### config.mk
export PLATFORM = sky130hd
export DESIGN_NAME = seg7_display_ctrl
export DESIGN_NICKNAME = d
export VERILOG_FILES = /design/src/rtl/seg7_display_ctrl.sv
export SDC_FILE = /design/constraint.sdc
export NUM_CORES = 1
export LEC_CHECK = 0
export ABC_AREA = 0
export ABC_CLOCK_PERIOD_IN_PS = 2800
export CORE_MARGIN = 1.5
export CORE_UTILIZATION = 35
export DETAILED_ROUTE_END_ITERATION = 6
export GPL_ROUTABILITY_DRIVEN = 0
export HOLD_SLACK_MARGIN = 0.15
export PLACE_DENSITY = 0.65
export SLEW_MARGIN = 30
export SYNTH_ARGS = -nofsm -noshare
export SYNTH_HDL_FRONTEND = slang
export SYNTH_SLANG_ARGS = --single-unit
### constraint.sdc
create_clock -name clk -period 2.8 [get_ports clk]
set_clock_uncertainty 0.2 [all_clocks]
set_input_delay 0.28 -clock clk [delete_from_list [all_inputs] [get_ports clk]]
set_output_delay 0.28 -clock clk [all_outputs]
set_load 0.03 [all_outputs]
### src/rtl/seg7_display_ctrl.sv
// Multiplexed seven-segment display controller on the MIPS IO bus.
// It uses a double-buffered register bank and commits the shadow registers to the active registers once per frame.
module seg7_display_ctrl #(
    parameter int DIGITS         = 4,
    parameter int REFRESH_BITS   = 17,
    parameter bit SEG_ACTIVE_LOW = 1'b1,
    parameter bit AN_ACTIVE_LOW  = 1'b1
) (
    input  logic              clk,
    input  logic              reset_n,
    input  logic              io_write_en,
    input  logic [3:0]        io_addr,
    input  logic [31:0]       io_write_data,
    output logic [31:0]       io_read_data,
    output logic [7:0]        seg,
    output logic [DIGITS-1:0] an,
    output logic              frame_tick
);

    localparam logic [REFRESH_BITS-1:0] REFRESH_MAX = {REFRESH_BITS{1'b1}};
    localparam logic [2:0]              LAST_DIGIT  = 3'(DIGITS - 1);
    localparam logic [7:0]              SEG_OFF     = SEG_ACTIVE_LOW ? 8'hFF : 8'h00;
    localparam logic [DIGITS-1:0]       AN_OFF      = AN_ACTIVE_LOW ? {DIGITS{1'b1}} : {DIGITS{1'b0}};

    function automatic logic [6:0] hex_to_seg(input logic [3:0] nib);
        case (nib)
            4'h0: hex_to_seg = 7'h3F;
            4'h1: hex_to_seg = 7'h06;
            4'h2: hex_to_seg = 7'h5B;
            4'h3: hex_to_seg = 7'h4F;
            4'h4: hex_to_seg = 7'h66;
            4'h5: hex_to_seg = 7'h6D;
            4'h6: hex_to_seg = 7'h7D;
            4'h7: hex_to_seg = 7'h07;
            4'h8: hex_to_seg = 7'h7F;
            4'h9: hex_to_seg = 7'h6F;
            4'hA: hex_to_seg = 7'h77;
            4'hB: hex_to_seg = 7'h7C;
            4'hC: hex_to_seg = 7'h39;
            4'hD: hex_to_seg = 7'h5E;
            4'hE: hex_to_seg = 7'h79;
            4'hF: hex_to_seg = 7'h71;
            default: hex_to_seg = 7'h00;
        endcase
    endfunction

    logic [REFRESH_BITS-1:0] r_refresh;
    logic [2:0]              r_digit;
    logic [7:0]              r_frame_cnt;
    logic                    r_pending;
    logic                    r_commit_q;
    logic [31:0]             r_sh_data, r_sh_raw_lo, r_sh_raw_hi;
    logic [27:0]             r_sh_ctrl;
    logic [31:0]             r_act_data, r_act_raw_lo, r_act_raw_hi;
    logic [27:0]             r_act_ctrl;

    logic                    w_slot_end, w_commit, w_wr_bank, w_lit;
    logic [31:0]             w_sh_data, w_sh_raw_lo, w_sh_raw_hi;
    logic [27:0]             w_sh_ctrl;
    logic [3:0]              w_phase, w_nibble;
    logic [63:0]             w_raw_all;
    logic [7:0]              w_raw_byte, w_seg_pos;
    logic [DIGITS-1:0]       w_an_pos;

    assign w_slot_end = (r_refresh == REFRESH_MAX);
    assign w_commit   = w_slot_end && (r_digit == LAST_DIGIT);

    // Shadow contents after this cycle's write; also what a commit loads, so commit-cycle writes bypass.
    always_comb begin
        w_sh_data   = r_sh_data;
        w_sh_ctrl   = r_sh_ctrl;
        w_sh_raw_lo = r_sh_raw_lo;
        w_sh_raw_hi = r_sh_raw_hi;
        w_wr_bank   = 1'b0;
        if (io_write_en) begin
            case (io_addr)
                4'd0: begin w_sh_data   = io_write_data;       w_wr_bank = 1'b1; end
                4'd1: begin w_sh_ctrl   = io_write_data[27:0]; w_wr_bank = 1'b1; end
                4'd2: begin w_sh_raw_lo = io_write_data;       w_wr_bank = 1'b1; end
                4'd3: begin w_sh_raw_hi = io_write_data;       w_wr_bank = 1'b1; end
                default: w_wr_bank = 1'b0;
            endcase
        end else begin
            w_wr_bank = 1'b0;
        end
    end

    // Refresh counter and digit index; the index wraps explicitly so non-power-of-2 DIGITS works.
    always_ff @(posedge clk or negedge reset_n) begin
        if (!reset_n) begin
            r_refresh <= {REFRESH_BITS{1'b0}};
            r_digit   <= 3'd0;
        end else begin
            r_refresh <= r_refresh + {{(REFRESH_BITS-1){1'b0}}, 1'b1};
            if (w_slot_end) begin
                r_digit <= (r_digit == LAST_DIGIT) ? 3'd0 : r_digit + 3'd1;
            end
        end
    end

    // Register bank: shadow copies, active copies loaded at the frame boundary, pending flag and frame count.
    always_ff @(posedge clk or negedge reset_n) begin
        if (!reset_n) begin
            r_sh_data    <= 32'h0;
            r_sh_ctrl    <= 28'h F00_0000;
            r_sh_raw_lo  <= 32'h0;
            r_sh_raw_hi  <= 32'h0;
            r_act_data   <= 32'h0;
            r_act_ctrl   <= 28'hF00_0000;
            r_act_raw_lo <= 32'h0;
            r_act_raw_hi <= 32'h0;
            r_pending    <= 1'b0;
            r_frame_cnt  <= 8'd0;
            r_commit_q   <= 1'b0;
        end else begin
            r_sh_data   <= w_sh_data;
            r_sh_ctrl   <= w_sh_ctrl;
            r_sh_raw_lo <= w_sh_raw_lo;
            r_sh_raw_hi <= w_sh_raw_hi;
            r_commit_q  <= w_commit;
            if (w_commit) begin
                r_act_data   <= w_sh_data;
                r_act_ctrl   <= w_sh_ctrl;
                r_act_raw_lo <= w_sh_raw_lo;
                r_act_raw_hi <= w_sh_raw_hi;
                r_pending    <= 1'b0;
                r_frame_cnt  <= r_frame_cnt + 8'd1;
            end else if (w_wr_bank) begin
                r_pending    <= 1'b1;
            end
        end
    end

    assign w_phase    = r_refresh[REFRESH_BITS-1 -: 4];
    assign w_raw_all  = {r_act_raw_hi, r_act_raw_lo};
    assign w_nibble   = r_act_data[{r_digit, 2'b00} +: 4];
    assign w_raw_byte = w_raw_all[{r_digit, 3'b000} +: 8];
    assign w_lit      = (w_phase <= r_act_ctrl[27:24]) && !r_act_ctrl[5'(r_digit)];

    // Segment pattern for the current digit before polarity is applied.
    always_comb begin
        w_seg_pos = 8'h00;
        if (!w_lit) begin
            w_seg_pos = 8'h00;
        end else if (r_act_ctrl[5'd8 + 5'(r_digit)]) begin
            w_seg_pos = w_raw_byte;
        end else begin
            w_seg_pos = {r_act_ctrl[5'd16 + 5'(r_digit)], hex_to_seg(w_nibble)};
        end
    end

    always_comb begin
        w_an_pos = {DIGITS{1'b0}};
        for (int i = 0; i < DIGITS; i++) begin
            w_an_pos[i] = w_lit && (r_digit == 3'(i));
        end
    end

    // The output stage is one cycle behind the scan state; frame_tick is delayed to line up with digit 0.
    always_ff @(posedge clk or negedge reset_n) begin
        if (!reset_n) begin
            seg        <= SEG_OFF;
            an         <= AN_OFF;
            frame_tick <= 1'b0;
        end else begin
            seg        <= SEG_ACTIVE_LOW ? ~w_seg_pos : w_seg_pos;
            an         <= AN_ACTIVE_LOW ? ~w_an_pos : w_an_pos;
            frame_tick <= r_commit_q;
        end
    end

    always_comb begin
        io_read_data = 32'h0;
        case (io_addr)
            4'd0:    io_read_data = r_sh_data;
            4'd1:    io_read_data = {4'h0, r_sh_ctrl};
            4'd2:    io_read_data = r_sh_raw_lo;
            4'd3:    io_read_data = r_sh_raw_hi;
            4'd4:    io_read_data = {20'h0, r_digit, r_pending, r_frame_cnt};
            default: io_read_data = 32'h0;
        endcase
    end

endmodule

* After elaboration in Yosys (flattened, before gate mapping) *
Memory sizes are Yosys's and may differ from the RTL's.
Index checks and enable logic that the tools add are counted.

word-level totals
  ROM bits = 112
  bits in registers = 291
  output and inout bits = 45
  input port bits = 39
  memories = 1

operators by class
  eq/ne operators = 8
  mux-type cells = 22
  order comparisons = 4
  shift operators = 2
  add/sub/neg operators = 5
  bitwise gates (word level) = 2
  reduce and logical (&&, ||, !) cells = 11

memory list
  name             words  width  rd ports  clocked after memory_dff  write ports  line  text
  (no name shown)  16     7      1         0                         0            26    case (nib)

operators by type and width
  operator                 number
  $mux W32                 6
  $pmux W32 S5             1
  $shiftx A64 B7 Y8        1
  $mux W28                 2
  $shiftx A32 B6 Y4        1
  $add A17 B1 Y17 const B  1
  $eq A17 B17 Y1 const B   1
  $mux W8                  2
  $lt A5 B6 Y1 const B     2
  $bmux W1 S5              2
  $add A8 B1 Y8 const B    1
  $eq A4 B2 Y1 const B     2
  $not A8 Y8               1
  $mux W1                  7
  $eq A3 B2 Y1 const B     2
  $logic_and A1 B1 Y1      6
  $lt A3 B6 Y1 const B     1
  $add A4 B3 Y5 const A    1
  $add A5 B3 Y5 const A    1
  $eq A4 B1 Y1 const B     1
  $eq A4 B3 Y1 const B     1
  $le A4 B4 Y1             1
  $logic_not A4 Y1         1
  $not A4 Y4               1
  8 further kinds          8

* Longest topological paths before layout *
  depth in word-level cells = 6
  depth in mapped cells = 15
  mapped depth without buffers = 13

* Worst setup path after synthesis *
OpenSTA, ideal clock, no wires.

  path kind = register -> register
  from = register r_refresh[0]
  to = register r_act_raw_lo[10]
  buffers on the path = 3
  data arrival time = 2599 ps
  setup slack = -124 ps
  library setup time = 125 ps
  cell stages (with the launch flop) = 14
  cells stage by stage = dfrtp_1 > ha_1 > and3_1 > nand4_1 > nor2_1 > and3_1 > ha_1 > nand2_1 > or2_1 > clkbuf_1 > inv_2 > buf_2 > buf_2 > mux2_2

between the ends
  longest elaborated chain between the ends = 2

ends and longest elaborated chain
  item                      line  text
  start: declaration        47    logic [REFRESH_BITS-1:0] r_refresh;
  start signal: assignment  91    r_refresh <= {REFRESH_BITS{1'b0}};
  start signal: assignment  94    r_refresh <= r_refresh + {{(REFRESH_BITS-1){1'b0}}, 1'b1};
  $eq A17 B17 Y1            65    assign w_slot_end = (r_refresh == REFRESH_MAX);
  $logic_and A1 B1 Y1       66    assign w_commit = w_slot_end && (r_digit == LAST_DIGIT);
  end signal: assignment    124   r_act_raw_lo <= w_sh_raw_lo;
  end: declaration          54    logic [31:0] r_act_data, r_act_raw_lo, r_act_raw_hi;

Every way passes these cells.
A chain may end at the register's enable or synchronous reset.

* Worst setup path after layout *
  from = register r_digit[0]
  to = register seg[1]

between the ends
  longest elaborated chain between the ends = 6

ends and longest elaborated chain
  item                                                               line      text
  start: declaration                                                 48        logic [2:0] r_digit;
  start signal: assignment                                           96        r_digit <= (r_digit == LAST_DIGIT) ? 3'd0 : r_digit + 3'd1;
  $add A4 B3 Y5 or $bmux W1 S3 (tied branches)                       145, 138
  $bmux W1 S5 or $mux W1 (tied branches)                             145, 138
  $mux W1 (not written as such) or $logic_not A1 Y1 (tied branches)  145, 138
  $mux W8 or $logic_and A1 B1 Y1 (tied branches)                     145, 138
  $mux W8 *                                                          143       if (!w_lit) begin
  $not A8 Y8 *                                                       166       seg <= SEG_ACTIVE_LOW ? ~w_seg_pos : w_seg_pos;
  end signal: assignment                                             166
  end: declaration                                                   15        output logic [7:0] seg,

Mark *: on every way between the ends. The rest lies on a longest branch, timed or not. The select of a mux whose other input is x is not followed.

==> metrics.cfg <==
[synth]
ys_seq_elements = 291
yosys-top-cells-area = dfrtp_1 53%, mux2_1 9.3%, nand2_1 7.6%
synthesis.instances = 1014
netlist.area_leader.share_pct = 52.7
synth-edff-count = 0
synth_nets = 1070
ys_async_sr_fraction_pct = 100
synth_ff_type = dfrtp_1
yosysUniqueCellTypes = 52
yosysWarnings = 0
netlist_area_sq_um = 12900
yosysSeqAreaShare_pct = 56.8
synth_area_leader_cell = dfrtp_1
syn_avg_cell_area_sq_um = 12.7

[setup_path]
worstPathMaxFanout = 9
crit_family = multiplexers
crit_top_cell = buf_4
worstRegToRegCells = 6
cp.required_ns = 3.04
worst_setup_path_start_kind = flip-flop
path_class = reg2reg
cp_slowest_cell = mux4_2
slowest_delay_ns = 0.56
arrival_ns = 2.91
crit_chain = buf_4 > buf_4 > mux4_2 > mux2i_4 > nand2_2 > o311ai_1
critPathCaptureType = flip-flop
cp_num_cells = 6
path_buf_inv = 2

[global_routing]
antenna_found_initial = 0
grt_pass1_vias = 9012
gr-usage-all-layers_pct = 18.4
grt_pass1_wl_um = 53700
grt_max_degree = 70
gr-total-overflow = 0

[floorplan]
ios = 84
die_h_um = 195
die_width_um = 195
core_sq_um = 36400
die_area_sq_um = 37900
start_util_pct = 35.3
row_count = 70

[power_and_ir_drop]
p_sw_share_pct = 25.0
pwr-share-comb_pct = 10.7
p_per_area_nw_per_um2 = 641
totalPowerFinal_mw = 10.3
seq_power_share_pct = 47.1
power_switching_mw = 2.57
ir_drop_mv = 0.441
clockPowerShare_pct = 42.2
p_leak_nw = 7.19
intPower_mw = 7.72

[route]
routed_wl_um = 34700
dr.pass1.iters = 5
drt_first_iter_violations = 709
vias = 8569
wl_per_cell_um = 21.3
viasPerCell = 5.27
detail-route-antenna-nets = 0
drc = 0

[cts]
numCtsBuffers = 31
h-tree-depth = 1
cts_tree = yes
root_buffer = clkbuf_16
cts.sinks = 291
path_clk_slew_ns = 0.06
clockBufferDepth = 3
clk_latency_ns = 0.57

[layout]
fill_cells = 3281
antenna_cells = 0
drive_gt1_share_pct = 26.1
layout.cells.non_filler = 1627
area_delta_synth_final_pct = 24.6
fin_nets = 1190

[sta]
timing.final.crit_share_pct = 95.3
tightest_slew_ns = 0.547
max_slew_margin_pct = 63.6
setup_ws_ns = 0.131
hold_viol = 0
post-route-min-period_ns = 2.67
fmaxAchievable_mhz = 375
report.final.slew_viol_count = 0
setup_tns_ns = 0
setup_viol = 0
rsz0062_at_grt = true

[job]
max_cap_violations = 0

[placement]
place_ws_ns = -0.0104
numPlacedInstances = 1558
hpwl_um = 23500
numPortBuffers = 83

[status]
outcome = complete, no violations

[min_path]
hold-path-cell-count = 0
hp-class = reg2reg

==> power by group through the flow <==
stage / combinational [mW] / clock [mW] / sequential [mW]
after floorplan: 0.537 / 0 / 4.85
after global placement: 1.08 / 0 / 4.89
after detailed placement: 1.08 / 0 / 4.91
after CTS: 1.10 / 4.42 / 4.84
after global routing: 1.18 / 4.62 / 4.89
final: 1.10 / 4.34 / 4.84
==> layout make-up <==
| cell class | count | area [sq um] | share of cell area [%] |
|---|---|---|---|
| timing repair buffer | 146 | 1720 | 10.7 |
| clock buffer | 43 | 901 | 5.62 |
| sequential | 291 | 7310 | 45.6 |
| timing repair inverter | 1 | 8.76 | 0.0546 |
| clock inverter | 15 | 199 | 1.24 |
| multi-input combinational | 647 | 5230 | 32.6 |
| tap | 468 | 586 | 3.65 |
| inverter | 16 | 72.6 | 0.453 |
==> synth_stat cells (8+ instances only) <==
master and n:
a222oi_1 32, a22oi_1 12, buf_2 26, clkbuf_1 26, dfrtp_1 271, dfstp_2 20, ha_1 17, inv_1 15
mux2_1 106, mux2_2 85, mux4_2 31, nand2_1 259, nand3_1 8, nor2_1 12, xnor2_1 15
==> placed cells by master, fill, tap and decap left out, types with 16 or more instances in the layout <==
| cell | instances |
|---|---|
| a222oi_1 | 32 |
| buf_12 | 30 |
| buf_4 | 55 |
| clkbuf_16 | 33 |
| clkdlybuf4s50_1 | 50 |
| dfrtp_1 | 270 |
| dfstp_2 | 20 |
| ha_1 | 16 |
| mux2_1 | 106 |
| mux2_2 | 85 |
| mux4_2 | 31 |
| nand2_1 | 259 |
==> repair_timing <==
action                                  CTS  global route
endpoints found under the setup margin   14           132
cloned                                    1             3
endpoints found under the hold margin   278             0
buffers inserted                          0             5
gates resized for setup                   2            14
hold buffers                              2             0
pin swaps                                 0             3
==> worst register-to-register path: cells and delay by family (launching register included) <==
family                 cells  cell delay [ns]
AO/OA/AOI/OAI              1             0.41
buffers and inverters      2             0.32
flip-flops                 1             0.51
multiplexers               2             0.95
AND/OR/NAND/NOR            1             0.16
==> per-stage QoR <==
step                hold slack, ns  cell area, sq um  util, %
finish                       0.150             16000     44.0
global route                 0.167             16000     44.0
CTS                          0.154             15900     43.6
detailed placement          0.0752             14700     40.4
global placement            0.0743             14700     40.4
floorplan                   -0.216             12900        -
==> worst paths after layout <==
check	to	slack (ns)	from
max in group asynchronous	r_sh_data[5]	1.75	reset_n
worst max register to register	seg[1]	0.13	r_digit[0]
worst max-delay path	seg[1]	0.13	r_digit[0]
worst min-delay path	frame_tick	0.15	r_commit_q
min in group asynchronous	r_act_ctrl[27]	0.20	reset_n
worst min register to register	frame_tick	0.15	r_commit_q
==> kinds of logic (layout without fill, tap and decap cells) <==
group | after synthesis | count (layout) | synth area share (%)
xor+xnor | 22 | 22 | 1.50
flops | 291 | 291 | 56.8
fa+ha+maj | 17 | 17 | 1.65
simple gates | 311 | 311 | 9.89
buf+inv | 76 | 221 | 2.79
mux | 228 | 228 | 22.7
compound gates | 69 | 69 | 4.64
==> flip-flops by register name, indices dropped and copies added (netlist names) <==
name	count
an	4
frame_tick	1
r_act_ctrl	28
r_act_data	32
r_act_raw_hi	32
r_act_raw_lo	32
r_commit_q	1
r_digit	3
r_frame_cnt	8
r_pending	1
r_refresh	17
r_sh_ctrl	28
r_sh_data	32
r_sh_raw_hi	32
r_sh_raw_lo	32
seg	8
==> routing by layer <==
metal  GRT usage, %  up-vias  part of all wire [%]
li1               -     3821                     -
met3           3.31       56                   6.6
met2           29.2      287                    47
met1           25.5     4405                    44
met4           5.74        0                   2.8
met5              0        -                     0
No activity file was read; power rests on OpenSTA's default activity.
